--- config.mk ---
export PLATFORM = sky130hd
export DESIGN_NAME = hazard_flush_controller
export DESIGN_NICKNAME = d
export VERILOG_FILES = /design/src/rtl/hazard_flush_controller_pkg.sv /design/src/rtl/hazard_flush_controller_load_use_detector.sv /design/src/rtl/hazard_flush_controller.sv
export SDC_FILE = /design/constraint.sdc
export NUM_CORES = 1
export LEC_CHECK = 0
export ABC_AREA = 1
export BUFFER_PORTS_ARGS = -buffer_cell sky130_fd_sc_hd__buf_4
export CAP_MARGIN = 20
export CELL_PAD_IN_SITES_DETAIL_PLACEMENT = 0
export CELL_PAD_IN_SITES_GLOBAL_PLACEMENT = 1
export CORE_MARGIN = 2
export CORE_UTILIZATION = 17
export CTS_CLUSTER_SIZE = 8
export DETAILED_ROUTE_END_ITERATION = 10
export MAX_ROUTING_LAYER = met4
export PLACE_DENSITY_LB_ADDON = 0.1
export SYNTH_ARGS = -nofsm -noshare
export SYNTH_HDL_FRONTEND = slang
export SYNTH_SLANG_ARGS = --single-unit
--- constraint.sdc ---
create_clock -name clk -period 1.5 [get_ports clk]
set_input_delay 0.225 -clock clk [delete_from_list [all_inputs] [get_ports clk]]
set_output_delay 0.225 -clock clk [all_outputs]
set_load 0.03 [all_outputs]
--- src/rtl/hazard_flush_controller_pkg.sv ---
// Shared types and constants for the hazard/flush controller and its helpers.
package hazard_flush_controller_pkg;

    typedef enum logic {
        HFC_RUN   = 1'b0,
        HFC_DRAIN = 1'b1
    } hfc_state_e;

    localparam logic [4:0] REG_X0 = 5'd0;

    // A source register hazards against EX only when it is actually read and names EX's destination.
    function automatic logic src_matches(input logic uses, input logic [4:0] rs, input logic [4:0] rd);
        return uses & (rs == rd);
    endfunction

endpackage

--- src/rtl/hazard_flush_controller_load_use_detector.sv ---
// Combinational load-use hazard detection between the load in EX and the instruction in ID.
module load_use_detector
    import hazard_flush_controller_pkg::*;
(
    input  logic [4:0] ID_rs1,
    input  logic [4:0] ID_rs2,
    input  logic       ID_uses_rs1,
    input  logic       ID_uses_rs2,
    input  logic       EX_memory_read,
    input  logic [4:0] EX_rd,
    output logic       load_use
);

    // x0 never carries a value, so a load targeting it cannot create a hazard.
    always_comb begin
        load_use = EX_memory_read & (EX_rd != REG_X0) &
                   (src_matches(ID_uses_rs1, ID_rs1, EX_rd) |
                    src_matches(ID_uses_rs2, ID_rs2, EX_rd));
    end

endmodule

--- src/rtl/hazard_flush_controller.sv ---
// Stall/flush/redirect control for the RV32I front end and the ID/EX register.
// Optional performance counters are enabled with the HAZARD_PERF_COUNTERS_EN macro.
module hazard_flush_controller
    import hazard_flush_controller_pkg::*;
#(
    parameter int XLEN         = 32,
    parameter int DRAIN_CYCLES = 3
) (
    input  logic            clk,
    input  logic            reset,
    input  logic [4:0]      ID_rs1,
    input  logic [4:0]      ID_rs2,
    input  logic            ID_uses_rs1,
    input  logic            ID_uses_rs2,
    input  logic            ID_serialize,
    input  logic            EX_memory_read,
    input  logic [4:0]      EX_rd,
    input  logic            EX_branch,
    input  logic            EX_jump,
    input  logic            EX_branch_taken,
    input  logic            EX_branch_estimation,
    input  logic [XLEN-1:0] EX_pc_plus_4,
    input  logic [XLEN-1:0] EX_branch_target,
`ifdef HAZARD_PERF_COUNTERS_EN
    output logic [31:0]     mispredict_count,
    output logic [31:0]     stall_cycle_count,
`endif
    output logic            pc_stall,
    output logic            IF_ID_stall,
    output logic            IF_ID_flush,
    output logic            ID_EX_flush,
    output logic            pc_redirect,
    output logic [XLEN-1:0] pc_redirect_target,
    output logic            busy
);

    localparam int CNT_W = $clog2(DRAIN_CYCLES + 1);

    hfc_state_e       state_q, state_d;
    logic [CNT_W-1:0] drain_cnt_q, drain_cnt_d;
    logic             load_use;
    logic             mispredict;

    load_use_detector u_load_use_detector (
        .ID_rs1         (ID_rs1),
        .ID_rs2         (ID_rs2),
        .ID_uses_rs1    (ID_uses_rs1),
        .ID_uses_rs2    (ID_uses_rs2),
        .EX_memory_read (EX_memory_read),
        .EX_rd          (EX_rd),
        .load_use       (load_use)
    );

    assign mispredict = EX_jump | (EX_branch & (EX_branch_taken != EX_branch_estimation));

    // State and drain counter register.
    always_ff @(posedge clk) begin
        if (reset) begin
            state_q     <= HFC_RUN;
            drain_cnt_q <= '0;
        end else begin
            state_q     <= state_d;
            drain_cnt_q <= drain_cnt_d;
        end
    end

    // Next-state logic; a mispredict squashes any serializing instruction in ID.
    always_comb begin
        state_d     = state_q;
        drain_cnt_d = drain_cnt_q;
        case (state_q)
            HFC_RUN: begin
                if (!mispredict && !load_use && ID_serialize) begin
                    state_d     = HFC_DRAIN;
                    drain_cnt_d = CNT_W'(DRAIN_CYCLES);
                end else begin
                    state_d     = HFC_RUN;
                    drain_cnt_d = '0;
                end
            end
            HFC_DRAIN: begin
                if (mispredict || (drain_cnt_q == CNT_W'(1))) begin
                    state_d     = HFC_RUN;
                    drain_cnt_d = '0;
                end else begin
                    state_d     = HFC_DRAIN;
                    drain_cnt_d = drain_cnt_q - CNT_W'(1);
                end
            end
            default: begin
                state_d     = HFC_RUN;
                drain_cnt_d = '0;
            end
        endcase
    end

    // Mealy outputs; redirect always wins over stalls so stall and flush never coincide.
    always_comb begin
        pc_stall    = 1'b0;
        IF_ID_stall = 1'b0;
        IF_ID_flush = 1'b0;
        ID_EX_flush = 1'b0;
        pc_redirect = 1'b0;
        busy        = 1'b0;
        if (reset) begin
            pc_redirect = 1'b0;
        end else if (mispredict) begin
            pc_redirect = 1'b1;
            IF_ID_flush = 1'b1;
            ID_EX_flush = 1'b1;
        end else begin
            case (state_q)
                HFC_RUN: begin
                    if (load_use) begin
                        pc_stall    = 1'b1;
                        IF_ID_stall = 1'b1;
                        ID_EX_flush = 1'b1;
                    end else begin
                        ID_EX_flush = 1'b0;
                    end
                end
                HFC_DRAIN: begin
                    pc_stall    = 1'b1;
                    IF_ID_stall = 1'b1;
                    ID_EX_flush = 1'b1;
                    busy        = 1'b1;
                end
                default: begin
                    busy = 1'b0;
                end
            endcase
        end
    end

    // Redirect target selection, zero whenever no redirect is requested.
    always_comb begin
        if (!pc_redirect) begin
            pc_redirect_target = '0;
        end else if (EX_jump || EX_branch_taken) begin
            pc_redirect_target = EX_branch_target;
        end else begin
            pc_redirect_target = EX_pc_plus_4;
        end
    end

`ifdef HAZARD_PERF_COUNTERS_EN
    logic [31:0] mispredict_count_q, mispredict_count_d;
    logic [31:0] stall_cycle_count_q, stall_cycle_count_d;

    // Counters wrap naturally modulo 2^32.
    always_comb begin
        mispredict_count_d  = mispredict_count_q + {31'd0, pc_redirect};
        stall_cycle_count_d = stall_cycle_count_q + {31'd0, pc_stall};
    end

    // Performance counter registers.
    always_ff @(posedge clk) begin
        if (reset) begin
            mispredict_count_q  <= 32'd0;
            stall_cycle_count_q <= 32'd0;
        end else begin
            mispredict_count_q  <= mispredict_count_d;
            stall_cycle_count_q <= stall_cycle_count_d;
        end
    end

    assign mispredict_count  = mispredict_count_q;
    assign stall_cycle_count = stall_cycle_count_q;
`endif

endmodule

* Yosys cells after proc, flatten, opt, wreduce, memory -nomap -nowiden *
Index checks and enable logic that the tools add are counted.

operators by class
  add/subtract/negate cells = 1
  multiply operators = 0
  divide/modulo/power cells = 0
  magnitude comparators = 0
  equality and inequality tests = 4
  shifts and indexed selects = 0
  muxes and demuxes = 19
  bitwise operators = 8
  reduce and logical (&&, ||, !) cells = 7

operators by type and width
  operator               count
  $mux W32               2
  $mux W1                12
  $eq A5 B5 Y1           2
  $and A1 B1 Y1          5
  $reduce_bool A5 Y1     1
  $mux W2                2
  $pmux W1 S2            2
  $pmux W2 S2            1
  $eq A2 B1 Y1 const B   1
  $logic_and A1 B1 Y1    2
  $logic_not A1 Y1       2
  $logic_or A1 B1 Y1     2
  $or A1 B1 Y1           2
  $sub A2 B1 Y2 const B  1
  $ne A1 B1 Y1           1
  $not A1 Y1             1

storage, ports and cells
  register bits = 3
  bits in latches = 0
  bits in writable memories = 0
  ROM bits = 0
  bits of input ports = 89
  output and inout port bits = 38
  memories = 0

* Depth between registers and ports, before layout *
  depth in word-level cells = 9
  gate-level depth with buffers = 10
  mapped depth without buffers = 10

* Hierarchy *
Synthesis repeated with hierarchy kept, for this count alone.

second synthesis, totals
  cell total of the unflattened synthesis = 202
  area, all modules = 1,072.3 sq um

modules (own cells, without submodules)
  module                   instances  cells an instance  area each (sq um)  seq. area each (sq um)
  hazard_flush_controller  1          148                855.8              60.1
  load_use_detector        1          54                 216.5              0.0

* Worst setup path before layout *
Ideal clock, no wire load.

  path type = input to output
  start = input EX_rd[3]
  end = output pc_stall
  arrival = 1.657 ns
  data required time = 1.275 ns
  setup slack = -0.382 ns
  cell stages on the path = 9
  path buffers = 1
  cell sequence = inv_1 > nand2_1 > nand2_1 > nor2_1 > nand3_1 > nand2_1 > a21oi_1 > nor3_1 > buf_4

on the way
  word-level cells in the longest chain between the ends = 8
  elaborated cells between the ends (all ways) = 12
  those cells by class = eq/ne: 2; mux: 4; bitwise: 5; reduce/logical: 1

ends and longest elaborated chain
  item                       line                                             source
  start, declared            hazard_flush_controller.sv:17                    input logic [4:0] EX_rd,
  $eq A5 B5 Y1               hazard_flush_controller_pkg.sv:13                return uses & (rs == rd);
  $and A1 B1 Y1              hazard_flush_controller_pkg.sv:13
  $or A1 B1 Y1               hazard_flush_controller_load_use_detector.sv:17  (src_matches(ID_uses_rs1, ID_rs1, EX_rd) |
  $and A1 B1 Y1 (*)          hazard_flush_controller_load_use_detector.sv:16  load_use = EX_memory_read & (EX_rd != REG_X0) &
  $mux W1 (*)                n/a
  $pmux W1 S2 (*)            n/a
  $mux W1 (*) (2 in series)  n/a
  end, declared              hazard_flush_controller.sv:28                    output logic pc_stall,

Mark *: on every way between the ends. The rest lies on a longest branch, timed or not.

* Worst setup path after layout *
  start = input EX_branch_taken
  end = output pc_redirect_target[4]

on the way
  word-level cells in the longest chain between the ends = 6
  elaborated cells between the ends (all ways) = 8
  those cells by class = eq/ne: 1; mux: 4; bitwise: 2; reduce/logical: 1

ends and longest elaborated chain
  item             line                            source
  start, declared  hazard_flush_controller.sv:20   input logic EX_branch_taken,
  $ne A1 B1 Y1     hazard_flush_controller.sv:54   assign mispredict = EX_jump | (EX_branch & (EX_branch_taken != EX_branch_estimation));
  $and A1 B1 Y1    hazard_flush_controller.sv:54
  $or A1 B1 Y1     hazard_flush_controller.sv:54
  $mux W1          hazard_flush_controller.sv:107  end else if (mispredict) begin
  $mux W1          hazard_flush_controller.sv:105  if (reset) begin
  $mux W32 (*)     hazard_flush_controller.sv:137  if (!pc_redirect) begin
  end, declared    hazard_flush_controller.sv:33   output logic [XLEN-1:0] pc_redirect_target,

Marked as above.

==> metrics.md <==
| Metric | Value |
|---|---|
| Outcome | finished, violations left |
| Failing checks | setup timing |
| Share of layout cells above drive strength 1 | 0.616 |
| Most frequent cells in the layout | buf_4, nand2_1, buf_6, o21ai_0, a21oi_4 |
| Initial antenna violation count | 0 |
| Root buffer cell | clkbuf_8 |
| RSZ-0062 raised after global routing | yes |
| Die Wd | 78.9 µm |
| Fin cells | 408 |
| Critical path peak fanout | 7 |
| Total power | 1.21 mW |
| Clk_skew | between 0.0008 and 0.0009 ns |
| Worst slew pin tran | 0.379 ns |
| Via count | 1771 |
| Layout Nets | 427 |
| Worst Setup Path Type | in -> out |
| CTS Buffer Depth | 2 |
| Min Tclk post-route | roughly 1.5 ns |
| Worst vdd ir | 0.340 mV |
| Worst reg2reg path endpoint | drain_cnt_q[0] |
| Core Area | about 5500 µm² |
| Top sig layer | met4 |
| Final worst-path setup slack | -0.0485 ns |
| Ys Warns | 0 |
| Synth cell types | 19 |
| CTS clock-pin slew for the worst setup and hold paths | 0.03 ns |
| Most frequent CP cell | buf_12 |
| WL met3 | 406 µm |
| CTS tree | yes |
| Placed cells | approximately 400 |
| N_diodes | 0 |
| FF-to-FF path depth | 6 |
| WHS | 0.262 ns |
| Wire length on met1 | 2.04 mm |
| Combinational family with the most area after synthesis | simple AND/OR/NAND/NOR gates |
| Port buffer count | 126 |
| CP Launch Type | primary input |
| Num CTS Buffers | 3 |
| CP max stage delay | 0.15 ns |
| RR Startpoint | drain_cnt_q[1] |
| Vias/cell | 4.34 |
| # IOs | 127 |
| Tot GR Track Use | 0.159 |
| Min-Delay Path Class | in -> reg |
| Compound-Gate Fraction of Synth Area | 0.362 |
| Tcrit/Tclk final | 1.03 |
| Critical path's slowest cell | buf_6 |
| Place WS | -0.142 ns |
| Buf/Inv on CP | 6 |
| Crit. End Element | output port |
| H-tree depth | 1 |
| Net Count, Synth | around 290 |
| Count of state elements after synthesis | 3 |
| Final setup fails | 32 |
| Die Y-Extent | 78.9 µm |
| # rows | 27 |
| Lkg Pwr | 1.28 nW |
| Wire per inst | 12.4 µm |
| Leading cell type in the layout, fill and taps excluded | buf_4 |
| Post-synthesis adder-cell area fraction | 0.0131 |
| Max Freq | 646 MHz |
| Critical Path, Cell by Cell | buf_8 > or2_1 > nand3_2 > nand2_2 > inv_2 > nor2_4 > inv_6 > buf_12 > buf_12 > a21oi_4 > buf_6 |
| Dpl cell area | 2400 µm² |
| Hold path depth | 2 |
| Reg2reg setup slack | 0.38 ns |
| Final Hold Viols | 0 |
| Post-Syn Area per Cell | 4.80 µm² |
| Cells after Synth | 199 |
| Later-pin clock latency in the skew report | 0.22 ns |
| Post-synthesis mux area share | 0 |
| Final Cell Area | 2820 µm² |
| Drt drc | 0 |
| Drt first-iter violations | 27 |
| Slew HR | 0.745 |
| Seq/Total Area, Yosys | 0.0629 |
| Placed wire-length estimate | 3.85 mm |
| Cts hold-fix bufs | 0 |
| DR pass1 iterations | 4 |
| GR Overflow Total | 0 |
| Initial Util | 0.174 |
| WP data required | 1.27 ns |
| DRT Wirelength | between 5 and 6 mm |
| Pwr Density | around 430 nW/µm² |
| CTS Sinks | 3 |
| Pin count of the biggest net entering global routing | 20 |
| Cell family with the largest share of critical-path delay | buffers and inverters |
| Slew Limit Fails | 0 |
| Met2 routed WL | 2.53 mm |
| Mapped cell area | 955 µm² |
| Post-synthesis share of cell area spent on xor and xnor gates | 0 |
| Sink of the worst hold path | state_q |
| RePlAce Congestion | 0.739 |
| Synth-to-Final Area Change | 195% |
| Die footprint | between 6000 and 7000 µm² |
| Hold_sp | reset |
| WP data arrival | approximately 1.3 ns |
| Levels on crit path | 11 |
| MaxCap Viol Count | 0 |
| First-pass GRT wire length | approximately 8 mm |
| Vias in the first global route | between 1500 and 2000 |
| Simple-gate share of the synthesized area | 0.381 |
| Final ANT Viol Nets | 0 |
layer usage:
metal  track usage  up-vias
met5             -        -
met2         0.282       76
met1         0.188      775
met3        0.0250        7
met4        0.0431        0
li1              -      913
through the flow:
step / setup TNS, ns / util
4_1_cts: -1.65 / 0.499
3_5_place_dp: -3.71 / 0.438
5_1_grt: -2.94 / 0.514
2_1_floorplan: -0.231 / -
3_3_place_gp: -3.27 / 0.438
6_report: -0.870 / 0.514
cells by family (layout without fill, tap and decap cells):
group	after synthesis	in the layout
and+or+nand+nor	88	88
AOI/OAI and AO/OA	69	69
buffers and inverters	38	175
DFF	3	3
adders and majority gates	1	1
cells in the mapped netlist:
| master | instances | area, µm² |
|---|---|---|
| nor2_2 | 1 | 6.26 |
| nand2_2 | 1 | 6.26 |
| nand3_2 | 1 | 10.0 |
| o21ai_0 | 33 | 165 |
| ha_1 | 1 | 12.5 |
| buf_4 | 2 | 15.0 |
| a21oi_1 | 36 | 180 |
| clkbuf_1 | 9 | 33.8 |
| inv_1 | 23 | 86.3 |
| inv_2 | 1 | 3.75 |
| nand4_1 | 2 | 12.5 |
| nor3_1 | 2 | 10.0 |
| buf_6 | 3 | 33.8 |
| nand2_1 | 67 | 251 |
| nor2_1 | 9 | 33.8 |
| or2_1 | 2 | 12.5 |
| nand3_1 | 2 | 10.0 |
| dfxtp_1 | 3 | 60.1 |
| nor2_4 | 1 | 11.3 |
what timing repair did:
action | 4_1_cts | 5_1_grt
cloned | 3 | 0
setup endpoints to repair | 33 | 36
hold endpoints to repair | 0 | 0
pin swaps | 3 | 16
setup buffers | 4 | 1
gates resized for setup | 46 | 30
report_power, final:
group	total [mW]	switching, mW	leakage, nW	internal, mW
registers	0.0871	0.00264	0.0245	0.0845
clock network	0.242	0.0601	0.0228	0.182
logic	0.883	0.435	1.23	0.448
total	1.21	0.498	1.28	0.714
area by class of cell:
cell class	instances	area (µm²)
Sequential cell	3	60.1
Inverter	24	97.6
Clock buffer	4	45.0
Fill cell	554	2660
Timing Repair Buffer	147	1400
Multi-Input combinational cell	158	1130
Tap cell	72	90.1
flip-flops by register name (all words and copies together) (netlist names):
| name | count |
|---|---|
| drain_cnt_q | 2 |
| state_q | 1 |
how the worst max path moves through the flow:
stage | start | end
floorplan | EX_branch_taken | pc_redirect_target[0]
global placement | EX_branch_taken | pc_redirect_target[0]
detailed placement | EX_branch_taken | pc_redirect_target[31]
CTS | EX_branch_taken | pc_redirect_target[4]
global route | EX_branch_taken | pc_redirect_target[4]
finish | EX_branch_taken | pc_redirect_target[4]
(Power assumes the default switching activity.)
